--- src/rtl/npc_ctrl_pkg.sv ---
// npc_ctrl_pkg: shared definitions for the NPC multi-cycle control path.
// stage_e is the on-wire `stage` encoding seen by the DPI bridge and datapath,
// so the numeric values are part of the interface and must not be reordered.
package npc_ctrl_pkg;

  localparam int STAGE_W = 3;

  typedef enum logic [STAGE_W-1:0] {
    S_IDLE = 3'd0,
    S_IF   = 3'd1,
    S_ID   = 3'd2,
    S_EX   = 3'd3,
    S_MEM  = 3'd4,
    S_WB   = 3'd5,
    S_HALT = 3'd6,
    S_ERR  = 3'd7
  } stage_e;

  // Instruction class captured from the decoder while in ID.
  typedef struct packed {
    logic halt;
    logic load;
    logic store;
  } instr_cls_t;

  function automatic logic cls_is_mem(instr_cls_t c);
    return c.load | c.store;
  endfunction

endpackage

--- src/rtl/wait_timer.sv ---
// wait_timer: counts consecutive wait cycles and flags the cycle that would
// be the LIMIT-th one.
//   clk, rst_n : clock, async active-low reset
//   clear      : zero the count (takes priority over count_en)
//   count_en   : this cycle is a wait cycle
//   expired    : this is the LIMIT-th consecutive wait cycle
// The owner leaves the waiting state when expired is seen, so the count
// never runs past LIMIT-1 and needs no saturation.
module wait_timer #(
  parameter int          W     = 16,
  parameter int unsigned LIMIT = 255
) (
  input  logic clk,
  input  logic rst_n,
  input  logic clear,
  input  logic count_en,
  output logic expired
);

  logic [W-1:0] cnt_q, cnt_d;

  always_comb begin
    cnt_d = cnt_q;
    if (clear)         cnt_d = '0;
    else if (count_en) cnt_d = cnt_q + W'(1);
  end

  always_ff @(posedge clk or negedge rst_n) begin
    if (!rst_n) cnt_q <= '0;
    else        cnt_q <= cnt_d;
  end

  // cnt_q holds the wait cycles already spent; the current one is cnt_q+1.
  assign expired = count_en && (cnt_q == W'(LIMIT - 1));

endmodule

--- src/rtl/stage_controller.sv ---
// stage_controller: multi-cycle IF/ID/EX/MEM/WB sequencer for the NPC core.
//   clk, rst_n         : clock, async active-low reset
//   start              : leave IDLE and begin fetching
//   ifu_ready          : fetch data valid (IF only)
//   mem_ready          : data memory done (MEM only)
//   halt_req, is_load,
//   is_store           : decoder class flags, sampled in ID
//   stage              : current state (stage_e encoding)
//   ifu_req, ir_we     : fetch request level / IR latch pulse
//   memReadEnable,
//   memWriteEnable     : data memory request levels, MEM only
//   pc_we, rf_we       : write-back pulses
//   halt, timeout_err  : sticky terminal flags
//   retire_cnt         : retired instruction count, wraps
// All outputs decode registered state except ir_we, which follows ifu_ready
// combinationally so the IR captures on the same edge the fetch completes.
module stage_controller
  import npc_ctrl_pkg::*;
#(
  parameter int unsigned TIMEOUT_CYCLES = 255,
  parameter int          RETIRE_W       = 32
) (
  input  logic                clk,
  input  logic                rst_n,
  input  logic                start,
  input  logic                ifu_ready,
  input  logic                mem_ready,
  input  logic                halt_req,
  input  logic                is_load,
  input  logic                is_store,
  output logic [STAGE_W-1:0]  stage,
  output logic                ifu_req,
  output logic                ir_we,
  output logic                memReadEnable,
  output logic                memWriteEnable,
  output logic                pc_we,
  output logic                rf_we,
  output logic                halt,
  output logic                timeout_err,
  output logic [RETIRE_W-1:0] retire_cnt
);

  stage_e              state_q, state_d;
  instr_cls_t          cls_q, cls_d;
  logic [RETIRE_W-1:0] retire_q, retire_d;
  logic                wait_cyc, wait_expired;

  assign wait_cyc = ((state_q == S_IF)  && !ifu_ready) ||
                    ((state_q == S_MEM) && !mem_ready);

  wait_timer #(
    .W     (16),
    .LIMIT (TIMEOUT_CYCLES)
  ) u_wait_timer (
    .clk      (clk),
    .rst_n    (rst_n),
    .clear    (state_d != state_q),
    .count_en (wait_cyc),
    .expired  (wait_expired)
  );

  always_comb begin
    state_d  = state_q;
    cls_d    = cls_q;
    retire_d = retire_q;
    case (state_q)
      S_IDLE: if (start) state_d = S_IF;
      S_IF: begin
        // A ready in the expiring cycle still wins.
        if (ifu_ready)         state_d = S_ID;
        else if (wait_expired) state_d = S_ERR;
      end
      S_ID: begin
        cls_d = '{halt: halt_req, load: is_load, store: is_store};
        if (halt_req)                  state_d = S_HALT;
        else if (is_load && is_store)  state_d = S_ERR;
        else                           state_d = S_EX;
      end
      S_EX:   state_d = cls_is_mem(cls_q) ? S_MEM : S_WB;
      S_MEM: begin
        if (mem_ready)         state_d = S_WB;
        else if (wait_expired) state_d = S_ERR;
      end
      S_WB: begin
        state_d  = S_IF;
        retire_d = retire_q + RETIRE_W'(1);
      end
      S_HALT, S_ERR: state_d = state_q;
      default: state_d = S_IDLE;
    endcase
  end

  always_ff @(posedge clk or negedge rst_n) begin
    if (!rst_n) begin
      state_q  <= S_IDLE;
      cls_q    <= '0;
      retire_q <= '0;
    end else begin
      state_q  <= state_d;
      cls_q    <= cls_d;
      retire_q <= retire_d;
    end
  end

  assign stage          = state_q;
  assign ifu_req        = (state_q == S_IF);
  assign ir_we          = ifu_req & ifu_ready;
  assign memReadEnable  = (state_q == S_MEM) && cls_q.load;
  assign memWriteEnable = (state_q == S_MEM) && cls_q.store;
  assign pc_we          = (state_q == S_WB);
  // A halt never reaches WB; masking on it keeps a stray path from writing.
  assign rf_we          = (state_q == S_WB) && !cls_q.store && !cls_q.halt;
  assign halt           = (state_q == S_HALT);
  assign timeout_err    = (state_q == S_ERR);
  assign retire_cnt     = retire_q;

endmodule

--- config.mk ---
export PLATFORM = sky130hd
export DESIGN_NAME = stage_controller
export DESIGN_NICKNAME = d
export VERILOG_FILES = /design/src/rtl/npc_ctrl_pkg.sv /design/src/rtl/wait_timer.sv /design/src/rtl/stage_controller.sv
export SDC_FILE = /design/constraint.sdc
export NUM_CORES = 1
export LEC_CHECK = 0
export ABC_AREA = 1
export CORE_MARGIN = 5
export CORE_UTILIZATION = 58
export CTS_CLUSTER_DIAMETER = 60
export DETAILED_ROUTE_END_ITERATION = 10
export PLACE_DENSITY = 0.85
export SETUP_SLACK_MARGIN = 0.2
export SKIP_LAST_GASP = 1
export SLEW_MARGIN = 20
export SYNTH_ARGS = -nofsm -noshare
export SYNTH_HDL_FRONTEND = slang
export SYNTH_SLANG_ARGS = --single-unit
--- constraint.sdc ---
create_clock -name clk -period 3.42 [get_ports clk]
set_input_delay 0.513 -clock clk [delete_from_list [all_inputs] [get_ports clk]]
set_output_delay 0.513 -clock clk [all_outputs]
set_load 0.02 [all_outputs]
### Word level (Yosys, flattened, before mapping)

Cells that the tools add are included.

* word-level logic and storage cells: 45
* bits of input ports: 8
* output and inout bits: 43
* register bits after elaboration: 54

* add/subtract/negate cells: 2
* bitwise operators: 2
* mux-type cells: 10
* equal/unequal tests: 9
* reduce and logical (&&, ||, !) cells: 16

Operators with widths (count)
* adder 32 x 1 -> 32 bit (second input constant): 1
* 2-to-1 mux 16 bit: 2
* one-hot mux 3 bit (7 select lines): 1
* 2-to-1 mux 3 bit: 6
* adder 16 x 1 -> 16 bit (second input constant): 1
* == test 16 x 8 -> 1 bit (second input constant): 1
* == test 3 bit (second input constant): 4
* logical AND 1 bit: 8
* == test 3 x 2 -> 1 bit (second input constant): 2
* logical NOT 1 bit: 4
* == test 3 x 1 -> 1 bit (second input constant): 1
* logical NOT 3 bit: 1
* inequality test 3 bit: 1
* nonzero test 2 bit: 1
* OR reduction 2 bit: 1
* bitwise AND 1 bit: 1
* logical OR 1 bit: 1
* 2-to-1 mux 1 bit: 1
* bitwise OR 1 bit: 1

### Depth between registers and ports, before layout

* depth in word-level cells: 9
* mapped depth: 16
* gate-level depth less buffers: 15

### By module

From an unflattened synthesis, not the netlist that was laid out.

* cell total of the unflattened synthesis: 496
* area, all modules: 3402.0 um^2

By module, submodules not included
* stage_controller: seq. area each 950.9 um^2, area each 2433.6 um^2, times used 1, cells each 363
* wait_timer: seq. area each 400.4 um^2, area each 968.4 um^2, times used 1, cells each 133

### Worst setup path after synthesis

No wires, ideal clock.

* kind: flip-flop to output port
* start: reg state_q[1] (netlist: stage[1])
* end: out rf_we
* data required time: 2.907 ns
* stages on the path, launching flop included: 4
* arrival: 1.253 ns
* path slack: 1.654 ns
* path buffers: 0
* path through: dfrtp_1 -> inv_4 -> nand3_4 -> nor3_1

* longest elaborated chain between the ends: 3

RTL lines
* from (decl): RTL line stage_controller.sv:43 `stage_e state_q, state_d;`
* from (signal assigned): RTL line stage_controller.sv:99 `state_q <= state_d;`
* == test 3 bit: RTL line stage_controller.sv:112 `assign rf_we = (state_q == S_WB) && !cls_q.store && !cls_q.halt;`
* logical AND 1 bit (2 in a row): RTL line stage_controller.sv:112
* to (decl): RTL line stage_controller.sv:37 `output logic rf_we,`

No other way between the ends.

### Worst setup path in the final report

* start: reg state_q[0] (netlist: stage[0])
* end: out rf_we

Same word-level chain as after synthesis.

==> metrics.md <==
| Metric | Value |
|---|---|
| Status | finished, final reports clean |
| Initial Util | roughly 59% |
| Clk_skew | 0.0116 ns |
| Sequential-to-total area share from yosys stat | 42.1% |
| Layout Cells excl Fill | between 500 and 600 |
| Placed Cells incl. Taps | between 400 and 500 |
| Crit-path slowest cell | clkdlybuf4s50_1 |
| Synth Warn # | 0 |
| Reg-to-Reg Start | u_wait_timer.cnt_q[0] |
| Syn Area/Cell | 8.47 µm² |
| CP Cell Sequence | nand3_4 > nor3_1 > clkdlybuf4s50_1 |
| Critical path class | reg -> out |
| Tcrit/Tclk final | 71.7% |
| Root Driver | clkbuf_8 |
| Post-CTS Setup Inserts | 0 |
| Share of synthesized registers carrying an async set or reset | between 90% and 100% |
| Largest net degree at the start of global routing | roughly 40 |
| PwrDens | 525 mW/mm² |
| Final setup fails | 0 |
| Layout fillers | around 410 |
| Layout area overhead | 20.8% |
| # Max-Cap Violations | 0 |
| Routed wire length | slightly below 7 mm |
| Clk Latency, worst-skew pair | between 0.3 and 0.4 ns |
| Reg2reg end | u_wait_timer.cnt_q[1] |
| Hold_ws | approximately 0.3 ns |
| Max_slew headroom | 42.6% |
| First-pass GRT wire length | 12.0 mm |
| GR Overflow Total | 0 |
| Yosys reg bits | 54 |
| Post-Syn Area | 0.00321 mm² |
| Layout Nets | 445 |
| Post-CTS resize count | 0 |
| CP endpoint kind | output port |
| H-tree depth | 2 |
| CTS Buffer Depth | 2 |
| DRT Pass-1 Iters | 4 |
| Count leader, synth | nand2_1 |
| Synth top area cells | dfrtp_1, nand2_1, xor2_1 |
| Required @ worst endpoint | 2.91 ns |
| Port bufs | 50 |
| DRT iter0 DRCs | 141 |
| Clock transition at path regs | 0.10 ns |
| Post-CTS Hold Fix Bufs | 0 |
| Syn Nets | 390 |
| Multi-input gate area | 0.00160 mm² |
| WL/cell | between 10 and 15 µm |
| Share of layout cells above drive strength 1 | 12.7% |
| DIE WIDTH | 84.4 µm |
| Post-Place Worst Slack | 1.12 ns |
| Area leader, netlist | dfrtp_1 |
| Crit path time final | 2.45 ns |
| Ys flop type | dfrtp_1 |
| Critical path arrival | slightly below 2 ns |
| Top cells by count, synth | nand2_1, dfrtp_1, inv_1 |
| Max Clock Freq | around 0.41 GHz |
| Unrepaired setup endpoints after global routing | no |
| Routed Antenna Nets | 0 |
| Peak supply drop | roughly 0.54 mV |
| DR vias/cell | ~5.2 |
| CTS Sinks | between 50 and 60 |
| Sequential cell area | 0.00135 mm² |
| Setup crit start kind | register |
| Initial antenna violation count | 0 |
| Top Ports | 51 |
| Tot Pwr | around 2000 µW |
| CP max FO | 9 |
| Cells after Synth | 379 |
| Slew @ Worst Pin | 0.861 ns |
| Final Max Tran Viols | 0 |
| Final worst slack | 0.968 ns |
| Vias in the first global route | 2743 |
| Yosys top cell area share | a little over two fifths |
| Die H | 84.4 µm |
| CTS tree | built |
| Slowest stage delay, CP | about 0.64 ns |
| Ant diodes | 0 |
| FF-to-FF path depth | 12 |
| All-Layer GR Usage | 20.2% |
| Synth cell types | 35 |
| Vias | 2624 |
| HP Class | in -> async |
| DIE AREA | 0.00712 mm² |
| CTS buffer count | 5 |
| Post-route DRC | 0 |
| Reg2reg setup slack | 1.28 ns |
| Cell Rows | 27 |
| P_leak | 0.00162 µW |
| Number of flops mapped to enable cells by yosys | 0 |
| Routability cong. | 0.885 |
| Sum of negative setup slack | 0 ns |
| DP Wirelength | 5.24 mm |
| Core footprint | about 0.0054 mm² |
| Final Hold Vio Count | 0 |
==> routing by layer <==
metal / wire length, µm / up-vias / global-route usage (%)
li1: - / 1307 / -
met1: 3200 / 1263 / 26.9
met2: 3360 / 45 / 33.4
met3: 211 / 9 / 4.12
met4: 89 / 0 / 6.33
met5: 0 / - / 0
==> worst max-delay path by stage <==
stage               from    end  slack, ns  cells past startpoint
2_1_floorplan   stage[1]  rf_we       1.65                      3
3_3_place_gp   ifu_ready  ir_we       1.15                      4
3_5_place_dp   ifu_ready  ir_we       1.12                      4
4_1_cts         stage[0]  rf_we       0.97                      3
5_1_grt         stage[2]  rf_we       0.82                      3
6_report        stage[0]  rf_we       0.97                      3
==> power breakdown <==
part           internal (µW)  switching (µW)  leakage [µW]
Clock                    235             202     0.0000573
Sequential               703             104      0.000736
Combinational            274             516      0.000830
Total                   1210             822       0.00162
==> stage by stage <==
stage	instance area [µm²]	utilization, %
after floorplan	3210	-
after global placement	3760	69.2
after detailed placement	3760	69.2
after CTS	3880	71.3
after global routing	3880	71.3
final	3880	71.3
==> kinds of logic after synthesis <==
logic type,synth area share [%]
AO/OA/AOI/OAI,3.00
XOR/XNOR,10.9
adder cells (fa/ha/maj),1.17
buffers and inverters,7.99
flip-flops,42.1
AND/OR/NAND/NOR,34.8
==> state kept, by name (all words and copies together) (netlist names) <==
name                flops
cls_q                   3
retire_cnt             32
stage                   3
u_wait_timer.cnt_q     16
==> final cells by class <==
cell class / count / share of cell area (%)
clock buffers: 6 / 2.13
inverters: 57 / 5.62
repair buffers: 51 / 13.0
flip-flops and latches: 54 / 34.9
well taps: 72 / 2.32
clock inverters: 1 / 0.775
multi-input cells: 265 / 41.3
==> cells in the final DEF (no fill, tap or decap) <==
cell / n
nand2_2: 5
o21ai_0: 9
buf_2: 1
clkinv_2: 1
nor3_1: 18
nor2_4: 14
nand4_2: 2
nand3_1: 18
nand2_1: 81
nand3_2: 4
clkdlybuf4s50_1: 49
nand4_1: 12
o2111ai_2: 1
dfrtp_1: 54
nor3_4: 1
nand3b_1: 1
a21oi_1: 1
nand2_4: 1
xor2_1: 31
o21ai_2: 1
inv_1: 52
inv_2: 2
ha_1: 3
nand3_4: 2
nor4_2: 2
clkbuf_8: 6
buf_4: 1
nor2_2: 5
o21ai_1: 3
nor4_1: 1
nor3_2: 4
clkinv_1: 1
inv_4: 1
nor2_1: 35
xnor2_1: 9
o21bai_1: 1
bufinv_16: 1
==> critical path: cells and delay by family (launching register included) <==
kind | cells | cell delay (ns)
flip-flops | 1 | 0.59
AND/OR/NAND/NOR | 2 | 0.41
buffers and inverters | 1 | 0.64
(Power assumes the default switching activity.)
==> edit 1, RTL diff (same settings) <==
Set the parameter `RETIRE_W` to 64 (it was 32).
--- a/src/rtl/stage_controller.sv
+++ b/src/rtl/stage_controller.sv
@@ -19,5 +19,5 @@
 #(
   parameter int unsigned TIMEOUT_CYCLES = 255,
-  parameter int          RETIRE_W       = 32
+  parameter int          RETIRE_W       = 64
 ) (
   input  logic                clk,
Interface: changed (resized retire_cnt); port bits go from 51 to 83. No check against the original RTL was run, so the function may have changed too.
==> edit 1 against the original RTL <==
- core utilization increased by 1.2 points
- cell area increased by 73%
- sequential cell count increased by 32
- setup slack got worse by 240 ps
- via count increased by 110%
- sequential power increased by 47%
- die area increased by 62%
- power increased by 44%
- routed wire length increased by 130%
- largest cell class unchanged
- synthesized area increased by 71%
- clock power increased by 92%
==> edit 1: results (changes against the original RTL) <==
| Metric | Value |
|---|---|
| First-pass GRT wire length | 26.2 mm (was 12.0 mm) |
| Achievable frequency | 372 MHz (was 408 MHz) |
| Layout cell share with drive strength beyond 1 | 0.0705 (was 0.127) |
| Reg2reg setup slack | 1190 ps (was 1280 ps) |
| Final nets | 886 (was 445) |
| Met2 WL | 7.78 mm (was 3.36 mm) |
| Met1 WL | 6.70 mm (was 3.20 mm) |
| Worst min-delay path class | input port to async pin (unchanged) |
| Skew final | 20.8 ps (was 11.6 ps) |
| Max FO, Critical Path | 25 (was 9) |
| Netlist cell types | 34 (was 35) |
| Vias/cell | 5.37 (was 5.19) |
| Total wire length after detailed routing | 16.0 mm (was 6.86 mm) |
| Top cells by count, synth | nand2_1 (245), nor2_1 (120), inv_1 (91) (was nand2_1 (81), dfrtp_1 (54), inv_1 (52)) |
| Critical Path AT | 2180 ps (was 1940 ps) |
| Status | completed (unchanged) |
| Post-CTS sizing | 0 (unchanged) |
| Largest register FFs | 64 (was 32) |
| CTS H-tree lvls | 3 (was 2) |
| Adder-cell share of the synthesized area | 0.00682 (was 0.0117) |
| Max VDD drop | 0.633 mV (was 0.537 mV) |
| Port Buffers | 82 (was 50) |
| Metal3 WL | 1.10 mm (was 211 µm) |
| Detailed placement HPWL | 12.6 mm (was 5.24 mm) |
| Fillers | 789 (was 409) |
| Clock tree buffer depth | 2 (unchanged) |
| Antenna cells | 0 (unchanged) |
| Post-synthesis compound-gate area fraction | 0.0223 (was 0.0300) |
| Num CTS Buffers | 9 (was 5) |
| Total die area | 0.0115 mm² (was 0.00712 mm²) |
| Synth Net Count | 799 (was 390) |
| Mux contribution to synthesized area | 0 (unchanged) |
| Root buffer cell | clkbuf_8 (unchanged) |
| Worst-margin pin slew | 783 ps (was 861 ps) |
| Gr usage total | 0.286 (was 0.202) |
| Static Leakage | 2.84 nW (was 1.62 nW) |
| GP Congestion | 0.970 (was 0.885) |
| Area contributors post-synth | dfrtp_1 (39%), nand2_1 (17%), nor2_1 (8.2%) (was dfrtp_1 (42%), nand2_1 (9.5%), xor2_1 (8.5%)) |
| Vias in the first global route | 5394 (was 2743) |
| Clk_lat worst skew | 370 ps (was 310 ps) |
| Worst r2r dst | u_wait_timer.cnt_q[1]$_DFFE_PN0P_ (unchanged) |
| Post-CTS Setup Inserts | 0 (unchanged) |
| Dpl ws | 1040 ps (was 1120 ps) |
| Largest net degree at the start of global routing | 87 (was 41) |
| RR Startpoint | stage[1]$_DFF_PN0_ (was u_wait_timer.cnt_q[0]$_DFFE_PN0P_) |
| Max Cap Violations | 0 (unchanged) |
| DRT Pass-1 Iters | 7 (was 4) |
| Initial antenna violation count | 0 (unchanged) |
| Ys Warns | 0 (unchanged) |
| R2R depth | 10 (was 12) |
| Final Max Tran Viols | 0 (unchanged) |
| Sequential share of the synthesized area | 0.391 (was 0.421) |
| Post-synthesis xor/xnor area fraction | 0.0859 (was 0.109) |
| Initial drt markers | 301 (was 141) |
[edit 1: logic make-up (layout without fill, tap and decap cells)]
kind of cell,after synthesis,in the layout
buffers and inverters,105,197
AND/OR/NAND/NOR,517,517
flip-flops,86,86
XOR/XNOR,54,54
adder cells (fa/ha/maj),3,3
AO/OA/AOI/OAI,23,23
[edit 1: metal layers]
layer	global-route usage	up-vias
li1	-	2640
met4	0.0983	0
met1	0.364	2546
met3	0.0480	35
met5	0	-
met2	0.494	202
[edit 1: cell type report]
cell class                      instances  area share
Timing Repair Buffer                   84       0.125
Tap cell                              129      0.0241
Clock inverter                          6      0.0136
Multi-Input combinational cell        597       0.441
Clock buffer                           10      0.0206
Inverter                               97      0.0544
Sequential cell                        86       0.322
[edit 1: stage by stage]
step | power [mW] | area [µm²] | std cells | hold slack (ps) | utilization
after floorplan | 1.80 | 5500 | 788 | 217 | -
after global placement | 2.06 | 6460 | 993 | 455 | 0.699
after detailed placement | 2.11 | 6460 | 993 | 467 | 0.699
after CTS | 2.93 | 6690 | 1009 | 393 | 0.724
after global routing | 3.08 | 6690 | 1009 | 258 | 0.724
final | 2.94 | 6690 | 1009 | 194 | 0.724
[edit 1: worst max-delay path, stage by stage, from the launching register on]
cell,delay (ps)
dfrtp_1,510
nor2_4,190
nand2_4,220
nor3_1,240
clkdlybuf4s50_1,640
[edit 1: where the power goes]
group / total, mW / leakage [nW] / internal (mW) / switching (mW)
Clock: 0.838 / 0.118 / 0.439 / 0.399
Combinational: 0.905 / 1.54 / 0.281 / 0.624
Sequential: 1.19 / 1.18 / 1.09 / 0.105
Total: 2.94 / 2.84 / 1.81 / 1.13
==> edit 2, RTL diff (same flow settings) <==
Without the edit above. Reset style: synchronous (`rst_n`), changed in 2 clocked blocks. Comments in the files are not updated.
--- a/src/rtl/wait_timer.sv
+++ b/src/rtl/wait_timer.sv
@@ -26,5 +26,5 @@
   end
 
-  always_ff @(posedge clk or negedge rst_n) begin
+  always_ff @(posedge clk) begin
     if (!rst_n) cnt_q <= '0;
     else        cnt_q <= cnt_d;
--- a/src/rtl/stage_controller.sv
+++ b/src/rtl/stage_controller.sv
@@ -91,5 +91,5 @@
   end
 
-  always_ff @(posedge clk or negedge rst_n) begin
+  always_ff @(posedge clk) begin
     if (!rst_n) begin
       state_q  <= S_IDLE;
Check against the original RTL: differs if rst_n is asserted again (counterexample within 4 cycles, from zero or initial values and one cycle with rst_n low); with rst_n held inactive, the same outputs for 10 cycles.
==> edit 2 against the original RTL <==
- routed wire length up 21%
- core utilization up 0.25 points
- cell area is 2.2% higher
- combinational power shrank 44%
- sequential cell count unchanged
- power decreased by 26%
- sequential power shrank 14%
- setup slack lost 220 ps
- synthesized area rose by 3.8%
==> edit 2: results (changes against the original RTL) <==
| Metric | Value |
|---|---|
| Initial drt markers | 184 (was 141) |
| Skew final | 7.50 ps (was 11.6 ps) |
| P_int | 0.949 mW (was 1.21 mW) |
| Reg2reg setup slack | 1170 ps (was 1280 ps) |
| Post-placement cell area | 0.00387 mm² (was 0.00376 mm²) |
| Post-synthesis xor/xnor area fraction | 0.0368 (was 0.109) |
| Layout cell share with drive strength beyond 1 | 0.0525 (was 0.127) |
| Asr flop ratio synth | 0 (was 1.00) |
| Part of the power in combinational logic | 0.292 (was 0.388) |
| Worst r2r dst | retire_cnt[12]$_SDFFE_PN0P_ (was u_wait_timer.cnt_q[1]$_DFFE_PN0P_) |
| Status | completed (unchanged) |
| GP Congestion | 0.894 (was 0.885) |
| Synth Net Count | 553 (was 390) |
| Worst min-delay path class | flip-flop to flip-flop (was input port to async pin) |
| Detailed placement HPWL | 6.42 mm (was 5.24 mm) |
| Adder-cell share of the synthesized area | 0.0113 (was 0.0117) |
| First-pass GRT wire length | 14.2 mm (was 12.0 mm) |
| Top cells by count, synth | nand2_1 (164), nor2_1 (86), inv_1 (68) (was nand2_1 (81), dfrtp_1 (54), inv_1 (52)) |
| Final nets | 600 (was 445) |
| R2R depth | 10 (was 12) |
| RR Startpoint | stage[0]$_SDFF_PN0_ (was u_wait_timer.cnt_q[0]$_DFFE_PN0P_) |
| Synth Flop Type | dfxtp_1 (was dfrtp_1) |
| Post-synthesis compound-gate area fraction | 0.0729 (was 0.0300) |
| Dpl ws | 845 ps (was 1120 ps) |
| DRT Pass-1 Iters | 5 (was 4) |
| Mux contribution to synthesized area | 0.00300 (was 0) |
| Clock Power Share | 0.243 (was 0.215) |
| Fillers | 502 (was 409) |
| Vias in the first global route | 3302 (was 2743) |
## edit 2: stage by stage
| step | hold slack [ps] | cells | util |
|---|---|---|---|
| detailed placement | 471 | 654 | 0.699 |
| floorplan | 452 | 542 | - |
| finish | 486 | 662 | 0.715 |
| CTS | 486 | 662 | 0.715 |
| global route | 520 | 662 | 0.715 |
| global placement | 470 | 654 | 0.699 |
## edit 2: cell type report
cell class | instances | area, µm² | share of cell area
Sequential cell | 54 | 1080 | 0.273
Clock inverter | 3 | 23.8 | 0.00600
Clock buffer | 5 | 68.8 | 0.0174
Tap cell | 72 | 90.1 | 0.0227
Timing Repair Buffer | 51 | 508 | 0.128
Multi-Input combinational cell | 406 | 1920 | 0.486
Inverter | 71 | 267 | 0.0673
## edit 2: cells by family after synthesis
| logic type | after synthesis |
|---|---|
| flops | 54 |
| simple gates | 341 |
| xor+xnor | 14 |
| mux | 1 |
| fa+ha+maj | 3 |
| compound gates | 47 |
| buf+inv | 82 |
## edit 2: worst max path at each step
stage / to / slack, ps / cells after the start
floorplan: rf_we / 1320 / 5
global placement: retire_cnt[3]$_SDFFE_PN0P_ / 900 / 4
detailed placement: retire_cnt[3]$_SDFFE_PN0P_ / 840 / 4
CTS: pc_we / 760 / 4
global route: pc_we / 660 / 4
finish: pc_we / 750 / 4
## edit 2: worst max-delay path, cell delays in order, from the launching register on
cell and delay (ps):
dfxtp_1 590, nand3_2 110, buf_4 220, inv_2 250
clkdlybuf4s50_1 670
## edit 2: per-layer routing
layer  wire length [µm]  global-route usage  vias to the layer above
met2               3900               0.411                      105
met3                471              0.0413                       18
li1                   -                   -                     1795
met1               3780               0.288                     1568
met4                182              0.0676                        0
met5                  0                   0                        -
